**src/rtl/sram_arbiter.sv**
```systemverilog
// sram_arbiter: shares one single-port 32-bit SRAM between instruction fetch,
// dcache reads and dcache stores. Round-robin grant, one SRAM op in flight,
// registered read responses held until consumed, sub-word stores done as
// read-modify-write.
module sram_arbiter #(
  parameter int unsigned XLEN       = 64,
  parameter int unsigned ADDR_WIDTH = 20
) (
  input  logic                  clk,
  input  logic                  rst,
  input  logic                  f_req_valid,
  output logic                  f_req_ready,
  input  logic [XLEN-1:0]       f_req_addr,
  output logic                  f_rsp_valid,
  input  logic                  f_rsp_ready,
  output logic [31:0]           f_rsp_data,
  input  logic                  d_rd_valid,
  output logic                  d_rd_ready,
  input  logic [XLEN-1:0]       d_rd_addr,
  output logic                  d_rsp_valid,
  input  logic                  d_rsp_ready,
  output logic [31:0]           d_rsp_data,
  input  logic                  d_wr_valid,
  output logic                  d_wr_ready,
  input  logic [XLEN-1:0]       d_wr_addr,
  input  logic [31:0]           d_wr_data,
  input  logic [3:0]            d_wr_strb,
  output logic                  mem_we,
  output logic [ADDR_WIDTH-1:0] mem_addr,
  output logic [31:0]           mem_wdata,
  input  logic [31:0]           mem_rdata
);

  localparam logic [1:0] ST_IDLE = 2'd0;
  localparam logic [1:0] ST_RD   = 2'd1;
  localparam logic [1:0] ST_RMW  = 2'd2;

  localparam logic [1:0] PORT_F  = 2'd0;
  localparam logic [1:0] PORT_DR = 2'd1;
  localparam logic [1:0] PORT_DW = 2'd2;

  logic [1:0]            state_q, state_d;
  logic [1:0]            rr_last_q, rr_last_d;
  logic                  owner_dr_q, owner_dr_d;
  logic                  f_rsp_valid_q, f_rsp_valid_d;
  logic [31:0]           f_rsp_data_q, f_rsp_data_d;
  logic                  d_rsp_valid_q, d_rsp_valid_d;
  logic [31:0]           d_rsp_data_q, d_rsp_data_d;
  logic [ADDR_WIDTH-1:0] rmw_addr_q, rmw_addr_d;
  logic [31:0]           rmw_data_q, rmw_data_d;
  logic [3:0]            rmw_strb_q, rmw_strb_d;

  logic                  el_f, el_dr, el_dw;
  logic                  gnt_f, gnt_dr, gnt_dw;
  logic [ADDR_WIDTH-1:0] f_idx, dr_idx, dw_idx;
  logic                  unused_addr_bits;

  // Word index: byte-offset bits and bits above the SRAM range are dropped.
  assign f_idx  = f_req_addr[ADDR_WIDTH+1:2];
  assign dr_idx = d_rd_addr[ADDR_WIDTH+1:2];
  assign dw_idx = d_wr_addr[ADDR_WIDTH+1:2];

  assign unused_addr_bits = ^{f_req_addr[XLEN-1:ADDR_WIDTH+2], f_req_addr[1:0],
                              d_rd_addr[XLEN-1:ADDR_WIDTH+2],  d_rd_addr[1:0],
                              d_wr_addr[XLEN-1:ADDR_WIDTH+2],  d_wr_addr[1:0]};

  // A read port is eligible only while its response register is empty;
  // a response draining this cycle still blocks it (one bubble).
  assign el_f  = f_req_valid & ~f_rsp_valid_q;
  assign el_dr = d_rd_valid  & ~d_rsp_valid_q;
  assign el_dw = d_wr_valid;

  // Round-robin grant: first eligible port after the last one granted.
  always_comb begin
    gnt_f  = 1'b0;
    gnt_dr = 1'b0;
    gnt_dw = 1'b0;
    if (state_q == ST_IDLE) begin
      case (rr_last_q)
        PORT_F: begin
          if (el_dr)      gnt_dr = 1'b1;
          else if (el_dw) gnt_dw = 1'b1;
          else if (el_f)  gnt_f  = 1'b1;
        end
        PORT_DR: begin
          if (el_dw)      gnt_dw = 1'b1;
          else if (el_f)  gnt_f  = 1'b1;
          else if (el_dr) gnt_dr = 1'b1;
        end
        default: begin
          if (el_f)       gnt_f  = 1'b1;
          else if (el_dr) gnt_dr = 1'b1;
          else if (el_dw) gnt_dw = 1'b1;
        end
      endcase
    end
  end

  // Next-state, SRAM drive and handshake readies.
  always_comb begin
    state_d       = state_q;
    rr_last_d     = rr_last_q;
    owner_dr_d    = owner_dr_q;
    f_rsp_valid_d = f_rsp_valid_q;
    f_rsp_data_d  = f_rsp_data_q;
    d_rsp_valid_d = d_rsp_valid_q;
    d_rsp_data_d  = d_rsp_data_q;
    rmw_addr_d    = rmw_addr_q;
    rmw_data_d    = rmw_data_q;
    rmw_strb_d    = rmw_strb_q;
    mem_we        = 1'b0;
    mem_addr      = '0;
    mem_wdata     = '0;
    f_req_ready   = 1'b0;
    d_rd_ready    = 1'b0;
    d_wr_ready    = 1'b0;

    if (f_rsp_valid_q && f_rsp_ready) f_rsp_valid_d = 1'b0;
    if (d_rsp_valid_q && d_rsp_ready) d_rsp_valid_d = 1'b0;

    case (state_q)
      ST_IDLE: begin
        if (gnt_f) begin
          f_req_ready = 1'b1;
          mem_addr    = f_idx;
          owner_dr_d  = 1'b0;
          rr_last_d   = PORT_F;
          state_d     = ST_RD;
        end else if (gnt_dr) begin
          d_rd_ready  = 1'b1;
          mem_addr    = dr_idx;
          owner_dr_d  = 1'b1;
          rr_last_d   = PORT_DR;
          state_d     = ST_RD;
        end else if (gnt_dw) begin
          d_wr_ready  = 1'b1;
          mem_addr    = dw_idx;
          rr_last_d   = PORT_DW;
          if (d_wr_strb == 4'hF) begin
            mem_we    = 1'b1;
            mem_wdata = d_wr_data;
          end else begin
            rmw_addr_d = dw_idx;
            rmw_data_d = d_wr_data;
            rmw_strb_d = d_wr_strb;
            state_d    = ST_RMW;
          end
        end
      end
      ST_RD: begin
        if (owner_dr_q) begin
          d_rsp_valid_d = 1'b1;
          d_rsp_data_d  = mem_rdata;
        end else begin
          f_rsp_valid_d = 1'b1;
          f_rsp_data_d  = mem_rdata;
        end
        state_d = ST_IDLE;
      end
      ST_RMW: begin
        mem_we   = 1'b1;
        mem_addr = rmw_addr_q;
        for (int unsigned i = 0; i < 4; i++) begin
          mem_wdata[8*i +: 8] = rmw_strb_q[i] ? rmw_data_q[8*i +: 8] : mem_rdata[8*i +: 8];
        end
        state_d = ST_IDLE;
      end
      default: state_d = ST_IDLE;
    endcase
  end

  // State registers; reset abandons any in-flight read or RMW write.
  always_ff @(posedge clk or posedge rst) begin
    if (rst) begin
      state_q       <= ST_IDLE;
      rr_last_q     <= PORT_DW;
      owner_dr_q    <= 1'b0;
      f_rsp_valid_q <= 1'b0;
      f_rsp_data_q  <= '0;
      d_rsp_valid_q <= 1'b0;
      d_rsp_data_q  <= '0;
      rmw_addr_q    <= '0;
      rmw_data_q    <= '0;
      rmw_strb_q    <= '0;
    end else begin
      state_q       <= state_d;
      rr_last_q     <= rr_last_d;
      owner_dr_q    <= owner_dr_d;
      f_rsp_valid_q <= f_rsp_valid_d;
      f_rsp_data_q  <= f_rsp_data_d;
      d_rsp_valid_q <= d_rsp_valid_d;
      d_rsp_data_q  <= d_rsp_data_d;
      rmw_addr_q    <= rmw_addr_d;
      rmw_data_q    <= rmw_data_d;
      rmw_strb_q    <= rmw_strb_d;
    end
  end

  assign f_rsp_valid = f_rsp_valid_q;
  assign f_rsp_data  = f_rsp_data_q;
  assign d_rsp_valid = d_rsp_valid_q;
  assign d_rsp_data  = d_rsp_data_q;

endmodule

```
**config.mk**
```make
export PLATFORM = sky130hd
export DESIGN_NAME = sram_arbiter
export DESIGN_NICKNAME = d
export VERILOG_FILES = /design/src/rtl/sram_arbiter.sv
export SDC_FILE = /design/constraint.sdc
export NUM_CORES = 1
export LEC_CHECK = 0
export CORE_AREA = 2 2 150 152
export DETAILED_ROUTE_END_ITERATION = 10
export DIE_AREA = 0 0 152 154
export HOLD_SLACK_MARGIN = 0.1
export PLACE_DENSITY = 0.74
export SLEW_MARGIN = 15
export SYNTH_ARGS = -nofsm -noshare
export SYNTH_HDL_FRONTEND = slang
export SYNTH_SLANG_ARGS = --single-unit
```
**constraint.sdc**
```tcl
create_clock -name clk -period 8.9 [get_ports clk]
set_input_delay 1.78 -clock clk [delete_from_list [all_inputs] [get_ports clk]]
set_output_delay 1.78 -clock clk [all_outputs]
set_load 0.01 [all_outputs]
```
==> flow_metrics.env, run 1 <==
export IMPL_ys_seq_area_share_pct=52.64
export IMPL_worst_slack_ns=2.766
export IMPL_syn_inst=424
export IMPL_worstSetupPathType="input port to primary output"
export IMPL_first_pass_iters=4
export IMPL_switching_share_pct=31.89
export IMPL_setup_viol=0
export IMPL_layout_common_cells="clkdlybuf4s50_1, dfrtp_1, mux2_2, mux2i_1, o2bb2ai_1"
export IMPL_drt_initial_drc_count=264
export IMPL_ctsRootBufferMaster="clkbuf_16"
export IMPL_diodes=0
export IMPL_max_freq_ghz=0.1630
export IMPL_wl_per_cell_um=19.72
export IMPL_drcViolationCount=0
export IMPL_cts_max_level=4
export IMPL_drive_gt1_share_pct=24.23
export IMPL_cts_made_buffers=17
export IMPL_syn2layout_area_growth_pct=57.28
export IMPL_regArea_um2=3179
export IMPL_peakVddDrop_uv=176.2
export IMPL_p_int_mw=2.338
export IMPL_insertion_delay_ns=0.41
export IMPL_n_fill_cell=2019
export IMPL_post_route_period_util_pct=68.92
export IMPL_yosysTopAreaCell="dfrtp_1"
export IMPL_worst_path_max_fanout=33
export IMPL_cts_reportedPaths_clkPinSlew_ns=0.05
export IMPL_ys_warn_count=0
export IMPL_first_global_vias=4943
export IMPL_io_pins=389
export IMPL_cp_start_kind="input port"
export IMPL_power_density_nw_per_um2=361.3
export IMPL_yosys_top_cells_area="dfrtp_1, mux2_2, mux2_4, mux2i_1, o2bb2ai_1"
export IMPL_p_leak_nw=3.863
export IMPL_cp_slowest_stage_delay_ns=0.81
export IMPL_critPathSlowestCell="nor2b_4"
export IMPL_postRouteAntennaNets=0
export IMPL_power_mw=3.432
export IMPL_critPathBufInv=2
export IMPL_pwr_share_comb_pct=46.5
export IMPL_final_hold_violation_count=0
export IMPL_dp_cells=933
export IMPL_end_kind="primary output"
export IMPL_clock_skew_final_ns=0.01214
export IMPL_crit_chain="clkdlybuf4s50_1 -> nand2b_1 -> o2111a_1 -> nor2b_4 -> o2bb2ai_1 -> clkdlybuf4s50_1"
export IMPL_drt_total_wl_mm=19.03
export IMPL_status="completed"
export IMPL_multiInputGateArea_um2=2690
export IMPL_slew_headroom_pct=29.13
export IMPL_grt_overflow_total=0
export IMPL_routed_via_density=4.845
export IMPL_die_area_um2=23410
export IMPL_port_buffers=256
export IMPL_ctsResizeCount=0
export IMPL_synth_area_um2=6040
export IMPL_rsz0062_at_grt="false"
export IMPL_max_cap_viol_count=0
export IMPL_cts_num_sinks=127
export IMPL_grt_max_degree=69
export IMPL_die_height_um=154
export IMPL_pwr_share_seq_pct=31.6
export IMPL_crit_top_cell="clkdlybuf4s50_1"
export IMPL_synth_nets=691
export IMPL_slew_violations=0
export IMPL_dpl_hpwl_mm=13.20
export IMPL_cts_tree="built"
export IMPL_cp_arrival_ns=4.35
export IMPL_place_congestion=0.7611
export IMPL_p_sw_mw=1.095
export IMPL_num_vias=4675
export IMPL_final_common_cell="clkdlybuf4s50_1"
export IMPL_finalCriticalPeriod_ns=6.134
export IMPL_die_width_um=152
export IMPL_post_cts_buffers=0
export IMPL_nets=939
export IMPL_antenna_found_initial=0
export IMPL_final_setup_tns_ns=0
export IMPL_synth_top_area_share_pct=52.21
export IMPL_track_usage_pct=16.22
export IMPL_fp_coreArea_um2=21690
export IMPL_hp_class="register to register"
export IMPL_placementRows=54
export IMPL_cts_hold_buf=0
export IMPL_clkPwrFrac_pct=21.9
export IMPL_syn_avg_cell_area_um2=14.24
export IMPL_grt_pass1_wl_mm=29.44
export IMPL_instances_no_fill=965
export IMPL_pre_cts_ws_ns=2.694
export IMPL_clock_path_buffers=2
export IMPL_synthDistinctLibCells=31
export IMPL_cp_required_ns=7.12
export IMPL_worst_slew_pin_slew_ns=1.063
export IMPL_cp_top_family="simple AND/OR/NAND/NOR gates"
export IMPL_synth_seq_cells=127
export IMPL_start_util_pct=27.85
power by group through the flow:
stage               logic (mW)  clock network (mW)  registers [mW]
floorplan                0.840                   0            1.09
detailed placement        1.61                   0            1.09
global placement          1.59                   0            1.08
CTS                       1.62               0.769            1.09
finish                    1.60               0.750            1.08
global route              1.70               0.795            1.13
layer usage:
layer,vias up,track usage [%],part of all wire [%]
met5,-,0,0
met4,0,3.560,0.86
met3,10,6.313,8.1
met2,204,26.58,48
met1,2328,20.34,43
li1,2133,-,-
path summary, 6_finish.rpt:
| check | to | slack, ns | cells past startpoint | startpoint |
|---|---|---|---|---|
| max | mem_wdata[29] | 2.77 | 6 | d_rd_valid |
| min reg2reg | d_rsp_data[20] | 0.50 | 1 | d_rsp_data[20] |
| min in group asynchronous | rmw_data_q[9] | 1.81 | 2 | rst |
| min | d_rsp_data[20] | 0.50 | 1 | d_rsp_data[20] |
| max reg2reg | rmw_addr_q[4] | 6.13 | 5 | state_q[1] |
| max in group asynchronous | f_rsp_data[14] | 5.75 | 3 | rst |
cells in the mapped netlist, drive strengths merged:
master and n:
dfrtp 126, mux2 118, mux2i 32, o2bb2ai 32
a221o 20, a32o 20, buf 17, clkbuf 17
inv 6, nand2 6, nor2b 5, nand2b 3
o21ai 3, a2bb2oi 2, nand3b 2, nor2 2
o31ai 2, a21o 1, a31o 1, and2 1
dfstp 1, nand3 1, nand4 1, nor3 1
nor3b 1, o2111a 1, o22ai 1, or2 1
worst reg2reg max path, delay by kind of cell, from the launching register on:
family,cells,cell delay [ns]
AO/OA/AOI/OAI,1,0.26
buffers and inverters,1,0.31
flip-flops,1,0.46
multiplexers,1,0.44
AND/OR/NAND/NOR,2,1.19
stage by stage:
stage / utilization [%] / hold slack [ns] / area (um^2)
after global placement: 40.86 / 0.4867 / 8862
final: 43.80 / 0.4999 / 9499
after CTS: 43.80 / 0.5061 / 9499
after global routing: 43.80 / 0.5115 / 9499
after detailed placement: 40.86 / 0.4928 / 8862
after floorplan: - / 0.4804 / 6040
cell type report:
type / instances / share of cell area, %
flip-flops and latches: 127 / 33.47
multi-input cells: 257 / 28.32
repair buffers: 263 / 27.53
clock buffers: 20 / 4.808
well taps: 280 / 3.688
clock inverters: 12 / 1.897
inverters: 6 / 0.2898
sequential cells by signal (all words and copies together), names as in the netlist:
| signal | flops |
|---|---|
| d_rsp_data | 32 |
| f_rsp_data | 32 |
| rmw_data_q | 32 |
| rmw_addr_q | 20 |
| rmw_strb_q | 4 |
| rr_last_q | 2 |
| state_q | 2 |
| d_rsp_valid | 1 |
| f_rsp_valid | 1 |
| owner_dr_q | 1 |
logic make-up (layout without fill, tap and decap cells):
logic type / count (synthesis) / after routing / synth area share, %
mux: 150 / 150 / 29.17
flops: 127 / 127 / 52.64
compound gates: 83 / 83 / 12.62
buf+inv: 40 / 301 / 3.273
simple gates: 24 / 24 / 2.300
Power figures use the tool's default switching activity.
==> run 2: changes to the inputs <==
CORE_AREA = 2 2 151 153   (was 2 2 150 152)
DIE_AREA = 0 0 153 155   (was 0 0 152 154)
PLACE_DENSITY = 0.76   (was 0.74)
clock period = 5.5 ns   (was 8.9 ns; I/O delays follow)
==> flow_metrics.env, run 2 (synthesized netlist as in run 1, its figures left out) <==
export IMPL_status="completed"
export IMPL_wl_per_cell_um=19.72
export IMPL_cp_arrival_ns=3.54
export IMPL_slew_violations=0
export IMPL_postRouteAntennaNets=0
export IMPL_peakVddDrop_uv=200.6
export IMPL_reg2reg_depth=5
export IMPL_cts_reportedPaths_clkPinSlew_ns=0.05
export IMPL_hp_class="register to register"
export IMPL_io_pins=389
export IMPL_clock_path_buffers=2
export IMPL_ctsRootBufferMaster="clkbuf_16"
export IMPL_place_congestion=0.7528
export IMPL_grt_pass1_wl_mm=29.58
export IMPL_max_freq_ghz=0.2155
export IMPL_antenna_found_initial=1
export IMPL_cp_slowest_stage_delay_ns=0.80
export IMPL_cp_start_kind="input port"
export IMPL_instances_no_fill=970
export IMPL_num_vias=4696
export IMPL_routed_via_density=4.841
export IMPL_final_common_cell="clkdlybuf4s50_1"
export IMPL_final_hold_violation_count=0
export IMPL_cp_required_ns=4.40
export IMPL_cp_startpoint="f_req_valid"
export IMPL_post_route_period_util_pct=84.37
export IMPL_dpl_hpwl_mm=13.08
export IMPL_die_height_um=155
export IMPL_cts_made_buffers=17
export IMPL_fp_coreArea_um2=22230
export IMPL_dp_cells=938
export IMPL_grt_overflow_total=0
export IMPL_cts_hold_buf=0
export IMPL_max_cap_viol_count=0
export IMPL_final_setup_tns_ns=0
export IMPL_first_pass_iters=4
export IMPL_die_area_um2=23720
export IMPL_slew_headroom_pct=27.82
export IMPL_final_util_pct=42.75
export IMPL_crit_chain="clkdlybuf4s50_1 -> nor2b_1 -> o22ai_2 -> a32o_1 -> a221o_1 -> clkdlybuf4s50_1"
export IMPL_grt_max_degree=95
export IMPL_drt_initial_drc_count=248
export IMPL_r2r_end="rmw_strb_q[1]"
export IMPL_insertion_delay_ns=0.41
export IMPL_reg2reg_from="state_q[1]"
export IMPL_placementRows=55
export IMPL_nets=939
export IMPL_cts_num_sinks=127
export IMPL_ctsResizeCount=0
export IMPL_diodes=0
export IMPL_worst_path_max_fanout=21
export IMPL_worstSetupPathType="input port to primary output"
export IMPL_start_util_pct=27.17
export IMPL_clock_skew_final_ns=0.01228
export IMPL_track_usage_pct=16.09
export IMPL_finalCriticalPeriod_ns=4.640
export IMPL_end_kind="primary output"
export IMPL_drcViolationCount=0
export IMPL_cts_max_level=4
export IMPL_critPathSlowestCell="o22ai_2"
export IMPL_die_width_um=153
export IMPL_setup_viol=0
export IMPL_power_density_nw_per_um2=584.2
export IMPL_n_fill_cell=2056
export IMPL_rsz0062_at_grt="false"
export IMPL_worstSetupEndpoint="mem_addr[0]"
export IMPL_worst_slew_pin_slew_ns=1.083
export IMPL_first_global_vias=4977
export IMPL_crit_top_cell="clkdlybuf4s50_1"
export IMPL_drive_gt1_share_pct=24.09
export IMPL_syn2layout_area_growth_pct=57.32
export IMPL_post_cts_buffers=0
export IMPL_port_buffers=256
export IMPL_cts_tree="built"
export IMPL_r2r_slack_ns=2.68
export IMPL_drt_total_wl_mm=19.13
export IMPL_power_mw=5.551
export IMPL_p_leak_nw=3.858
export IMPL_layout_common_cells="clkdlybuf4s50_1, dfrtp_1, mux2_2, mux2i_1, o2bb2ai_1"
==> run 2: cell count changes in the layout (fill, tap and decap cells not counted), sizes merged <==
cell / delta
clkbuf: +1
clkinv: +1
clkinvlp: -1
inv: -1
==> run 2: how the worst min path moves through the flow <==
stage                     cells after the start              to            from
after detailed placement                      1  d_rsp_data[11]  d_rsp_data[11]
after floorplan                               1   rmw_data_q[0]   rmw_data_q[0]
after global placement                        1  d_rsp_data[28]  d_rsp_data[28]
after global routing                          1  d_rsp_data[20]  d_rsp_data[20]
final                                         1  d_rsp_data[20]  d_rsp_data[20]
after CTS                                     1  d_rsp_data[11]  d_rsp_data[11]
==> run 2: area by class of cell <==
class / instances / area [um^2] / share of cell area (%)
well taps: 285 / 356.6 / 3.753
repair buffers: 263 / 2615 / 27.52
clock buffers: 21 / 450.4 / 4.741
flip-flops and latches: 127 / 3179 / 33.46
inverters: 6 / 27.53 / 0.2897
clock inverters: 11 / 180.2 / 1.896
multi-input cells: 257 / 2693 / 28.34
==> run 2: power by group <==
part	switching [mW]	internal, mW	leakage, nW
logic	1.02	1.58	2.06
clock network	0.426	0.777	0.302
registers	0.335	1.42	1.50
==> run 2: critical path, delay by kind of cell <==
family	cells	cell delay, ns
AO/OA/AOI/OAI	3	1.26
buffers and inverters	2	0.99
AND/OR/NAND/NOR	1	0.18
==> run 2: metal layers <==
layer	routed length [um]	part of all wire (%)	vias up	track usage (%)
met1	8475	44	2367	20.69
met5	0	0	-	0
met2	9029	47	179	26.31
li1	-	-	2133	-
met4	231	1.2	0	4.056
met3	1396	7.3	17	5.292
==> run 2: metrics by stage <==
stage	hold slack [ns]	setup slack [ns]	instance area, um^2
2_1_floorplan	0.4804	1.017	6040
3_3_place_gp	0.4863	0.8288	8871
3_5_place_dp	0.4928	0.8396	8871
4_1_cts	0.5059	0.8208	9502
5_1_grt	0.5111	0.7378	9502
6_report	0.5025	0.8597	9502
==> RTL change 1, RTL diff (settings of run 2) <==
Take the reset off `rmw_data_q` and load it in a clocked block of its own.
--- a/src/rtl/sram_arbiter.sv
+++ b/src/rtl/sram_arbiter.sv
@@ -180,7 +180,6 @@
       d_rsp_valid_q <= 1'b0;
       d_rsp_data_q  <= '0;
       rmw_addr_q    <= '0;
-      rmw_data_q    <= '0;
       rmw_strb_q    <= '0;
     end else begin
       state_q       <= state_d;
@@ -191,9 +190,12 @@
       d_rsp_valid_q <= d_rsp_valid_d;
       d_rsp_data_q  <= d_rsp_data_d;
       rmw_addr_q    <= rmw_addr_d;
-      rmw_data_q    <= rmw_data_d;
       rmw_strb_q    <= rmw_strb_d;
     end
+  end
+
+  always_ff @(posedge clk) begin
+    rmw_data_q <= rmw_data_d;
   end
 
   assign f_rsp_valid = f_rsp_valid_q;
Check against the original RTL: same outputs for any inputs over 4 cycles, from zero or initial values and one cycle with rst high; that may be too few to reach the edited logic, so the function may still have changed.
==> RTL change 1 against run 2 <==
Hold slack got worse by 0.015 ns. Clock skew rose by 0.0011 ns. Power fell by 9.6%. Sequential power fell by 5%. Register-to-register slack got worse by 0.28 ns. Die area did not move. Highest routed layer is now met5. Cell area fell by 3.9%. Sequential cell count did not move. Area after synthesis fell by 6.4%. Worst setup slack got worse by 0.15 ns. Routed wire length fell by 2.7%. Critical endpoint is now mem_addr[4]. Combinational power fell by 15%. Core utilization fell by 1.6 points. Global-route usage fell by 0.52 points.
==> RTL change 1: results (changes against run 2) <==
Status -> finished clean
Slew headroom -> 44.4% (+17 points)
Worst Hold Path EP -> rmw_addr_q[2]
Post-synthesis compound-gate area fraction -> 13.1% (+0.45 points)
Reg clk slew, reported paths -> 0.06 ns
Crit-path max cell delay -> 0.57 ns (-0.23 ns)
R2R setup slack -> 2.40 ns (-0.28 ns)
GR Util met2 -> 25.9% (-0.36 points)
CP Launch Point -> d_wr_valid
Worst Path Arrival -> 3.69 ns (+0.15 ns)
Met3 WL post-DR -> 1.63 mm (+17%)
CP Max Fanout -> 23 (+9.5%)
Synth cell types -> 32 (+3.2%)
FF-to-FF Start -> state_q[1]
Iter 0 DRT Violations -> 239 (-3.6%)
Hold Path Class -> reg -> reg
Async S/R FF share, synth -> 74.8% (-25 points)
Largest net degree at the start of global routing -> 61 (-36%)
Post-Synth XOR/XNOR Area -> 0% (unchanged)
Global-route wire length before repair -> 28.4 mm (-4.1%)
Leakage -> 3.57 nW (-7.5%)
Worst path top cell family by delay -> buffers and inverters
Met1 usage -> 19.0% (-1.7 points)
Number of flops mapped to enable cells by yosys -> 32 (+32)
Worst ir drop on vdd -> 0.215 mV (+6.9%)
Top cells by area, synth -> dfrtp_1 42%, edfxtp_1 17%, mux2_2 14%
Via count -> 4442 (-5.4%)
Routed wire per std cell -> 19.9 um (+1.0%)
Clk_skew -> 0.0133 ns (+0.00105 ns)
HP Start -> rmw_addr_q[2]
Sequential area share after synthesis -> 59.1% (+6.5 points)
Share of post-route cells with drive strength above 1 -> 18.3% (-5.8 points)
Mux share of post-synthesis cell area -> 22.8% (-6.4 points)
WL met2 -> 8.82 mm (-2.3%)
HPWL Detailed -> 13.3 mm (+1.9%)
R2r worst-path depth -> 6 (+1)
GRT Util Overall -> 15.6% (-0.52 points)
Clock Path Buffers -> 2 (unchanged)
Largest family of logic cells by synthesized area -> multiplexers
Synth Instances -> 380 (-10%)
Vias in the first global route -> 4751 (-4.5%)
Global Route met3 Usage -> 6.24% (+0.95 points)
Max Used Layer -> met5
DP Area -> 8530 sq um (-3.9%)
Placer Congestion -> 0.750 (-0.35%)
Syn nets -> 647 (-6.4%)
End of the critical path -> mem_addr[4]
Dpl cells -> 902 (-3.8%)
Root Buffer -> clkbuf_16
Critical-path top delay cell -> clkdlybuf4s50_1
M1 wire length -> 7.92 mm (-6.6%)
Top cells by count, synth -> 94 x dfrtp_1, 69 x mux2_2, 32 x edfxtp_1, 32 x mux2i_1, 32 x o2bb2ai_1
Via density -> 4.76 (-1.8%)
## RTL change 1: changes by cell type in the layout (fill, tap and decap cells not counted), sizes merged, moves of 3 or more
cell and change:
nand2 -5, a22o +20, bufinv -3, a32o -20, mux2 -32, edfxtp +32, dfrtp -32, o22a +3
## RTL change 1: cell type report
type                    instances  area (sq um)
fillers                      2080         13100
repair buffers                265          2640
clock inverters                10           100
clock buffers                  22           505
inverters                       6          25.0
flip-flops and latches        127          3340
multi-input cells             219          2170
well taps                     285           357
## RTL change 1: stage by stage
stage                     worst slack [ns]  hold slack, ns
final                                0.715           0.488
after global routing                 0.558           0.503
after CTS                            0.682           0.490
after detailed placement             0.682           0.476
after global placement               0.700           0.468
after floorplan                       1.92           0.459
## RTL change 1: power breakdown
group	switching [mW]	total, mW	internal [mW]	leakage (nW)
sequential	0.278	1.67	1.39	1.42
combinational	0.887	2.20	1.31	1.86
clock	0.445	1.15	0.702	0.292
total	1.61	5.02	3.41	3.57
==> RTL change 2, RTL diff (config.mk and constraints of run 2) <==
Made on the original files. Change the parameter `ADDR_WIDTH` from 20 to 40.
--- a/src/rtl/sram_arbiter.sv
+++ b/src/rtl/sram_arbiter.sv
@@ -4,7 +4,7 @@
 // read-modify-write.
 module sram_arbiter #(
   parameter int unsigned XLEN       = 64,
-  parameter int unsigned ADDR_WIDTH = 20
+  parameter int unsigned ADDR_WIDTH = 40
 ) (
   input  logic                  clk,
   input  logic                  rst,
Interface: changed (resized mem_addr); port bits go from 389 to 409. The function was not compared with the original's and may differ.
==> RTL change 2 against run 2 <==
Cell area rose by 20%. Power grew 16%. Hold slack got worse by 0.014 ns. Sequential cell count is 20 higher. First-iteration DRC count up 9.7%. Worst setup slack better by 0.029 ns. Routed wire length is 17% higher. Cell count up 17%. Area after synthesis grew 18%. Critical path type unchanged.
==> RTL change 2: results (changes against run 2) <==
FF-to-FF Start -> state_q[0]
Reg clk slew, reported paths -> 0.06 ns
Largest net degree at the start of global routing -> 97 (+2.1%)
Sequential area share after synthesis -> 51.5% (-1.2 points)
Syn nets -> 778 (+13%)
Clk_skew -> 0.00840 ns (-0.00388 ns)
Total wire length -> 22.4 mm (+17%)
Worst ir drop on vdd -> 0.269 mV (+34%)
Async S/R FF share, synth -> 100% (unchanged)
CTS Buf Count -> 17 (unchanged)
Initial antenna violation count -> 0 (-1)
Slew Limit Fails -> 0 (unchanged)
# diodes -> 0 (unchanged)
Clock Path Buffers -> 2 (unchanged)
Worst Path Arrival -> 3.51 ns (-0.03 ns)
Placer Congestion -> 0.768 (+2.0%)
Nets@finish -> 1102 (+17%)
HP Start -> rmw_addr_q[39]
Top cells by count, synth -> 146 x dfrtp_1, 111 x mux2_2, 37 x a22o_1, 32 x mux2i_1, 32 x o2bb2ai_1
Crit-path max cell delay -> 0.55 ns (-0.25 ns)
Iter 0 DRT Violations -> 272 (+9.7%)
Routed wire per std cell -> 19.7 um (about the same)
R2r worst-path depth -> 5 (unchanged)
Global-route wire length before repair -> 34.4 mm (+16%)
DP Area -> 10800 sq um (+21%)
Top cells by area, synth -> dfrtp_1 51%, mux2_2 17%, mux2_1 4.6%
Leakage -> 4.56 nW (+18%)
Max reg flops -> 40
Critical-path top delay cell -> clkdlybuf4s50_1
R2r endpoint -> rmw_data_q[23]
Worst skew pair latency -> 0.42 ns
Status -> finished clean
Number of flops mapped to enable cells by yosys -> 0 (unchanged)
Via density -> 5.13 (+5.9%)
HPWL Detailed -> 15.2 mm (+16%)
Synth cell types -> 38 (+23%)
Post-CTS Resized -> 0 (unchanged)
Slew headroom -> 27.2% (-0.63 points)
Hold Path Class -> reg -> reg
Vias in the first global route -> 5948 (+20%)
Router iterations before antenna repair -> 4 (unchanged)
Yosys warns -> 0 (unchanged)
Synth Instances -> 511 (+21%)
Top reg by flops -> rmw_addr_q
GRT Util Overall -> 18.4% (+2.3 points)
Postcts setup bufs -> 0 (unchanged)
Cts hold-fix bufs -> 0 (unchanged)
Worst Hold Path EP -> rmw_addr_q[39]
R2R setup slack -> 3.16 ns (+0.48 ns)
Share of post-route cells with drive strength above 1 -> 23.1% (-0.97 points)
Root Buffer -> clkbuf_16
I/O Buffers -> 336 (+31%)
# H-tree levels -> 4 (unchanged)
CP Max Fanout -> 43 (+100%)
WHS Path Cells -> 1 (unchanged)
==> RTL change 2: changes by cell type after synthesis, sizes merged, moves of 3 or more <==
cell,run 2,this run
a22o,0,40
dfrtp,126,146
clkbuf,17,11
a32o,20,0
inv,6,3
mux2,118,140
buf,17,31
a221o,20,40
==> RTL change 2: per-layer routing <==
metal | vias up | GRT usage (%) | wire (um) | share of wire, %
li1 | 2664 | - | - | -
met1 | 2907 | 24.5 | 9830 | 44
met4 | 0 | 5.25 | 353 | 1.6
met2 | 219 | 29.8 | 10700 | 48
met3 | 17 | 4.87 | 1440 | 6.5
met5 | - | 0 | 0 | 0
==> RTL change 2: how the worst max path moves through the flow <==
stage / to / startpoint / slack (ns)
5_1_grt: mem_addr[18] / f_req_valid / 0.77
3_5_place_dp: mem_wdata[1] / f_req_valid / 0.89
3_3_place_gp: mem_addr[16] / f_req_valid / 0.89
4_1_cts: mem_wdata[11] / f_req_valid / 0.87
6_report: mem_addr[16] / f_req_valid / 0.89
2_1_floorplan: d_rsp_data[0] / rst / 0.45
==> RTL change 2: where the power goes <==
part	switching, mW	internal, mW	leakage [nW]	total, mW
Clock	0.515	0.732	0.301	1.25
Combinational	1.27	1.93	2.52	3.20
Sequential	0.354	1.64	1.73	2.00
==> RTL change 2: cell type report <==
cell class / count / area (sq um)
Sequential cell: 147 / 3680
Multi-Input combinational cell: 319 / 3250
Fill cell: 1956 / 10800
Clock inverter: 14 / 190
Tap cell: 285 / 357
Clock buffer: 18 / 429
Timing Repair Buffer: 347 / 3460
Inverter: 3 / 16.3
==> RTL change 2: logic make-up (layout without fill, tap and decap cells) <==
kind of cell           after synthesis  count (layout)  synth area share [%]
AO/OA/AOI/OAI                      126             126                  16.5
buffers and inverters               45             382                  3.48
flip-flops                         147             147                  51.5
AND/OR/NAND/NOR                     21              21                  1.98
multiplexers                       172             172                  26.5
==> RTL change 2: per-stage QoR <==
stage | hold WS [ns] | power [mW] | setup slack (ns)
after floorplan | 0.458 | 3.72 | 0.450
after global placement | 0.466 | 5.18 | 0.892
after detailed placement | 0.476 | 5.25 | 0.889
after CTS | 0.491 | 6.53 | 0.874
after global routing | 0.499 | 6.84 | 0.769
final | 0.489 | 6.45 | 0.889
==> RTL change 2: critical path, delay by kind of cell <==
kind            cells  cell delay (ns)
buf+inv             3             1.49
compound gates      3             0.73
simple gates        1             0.15
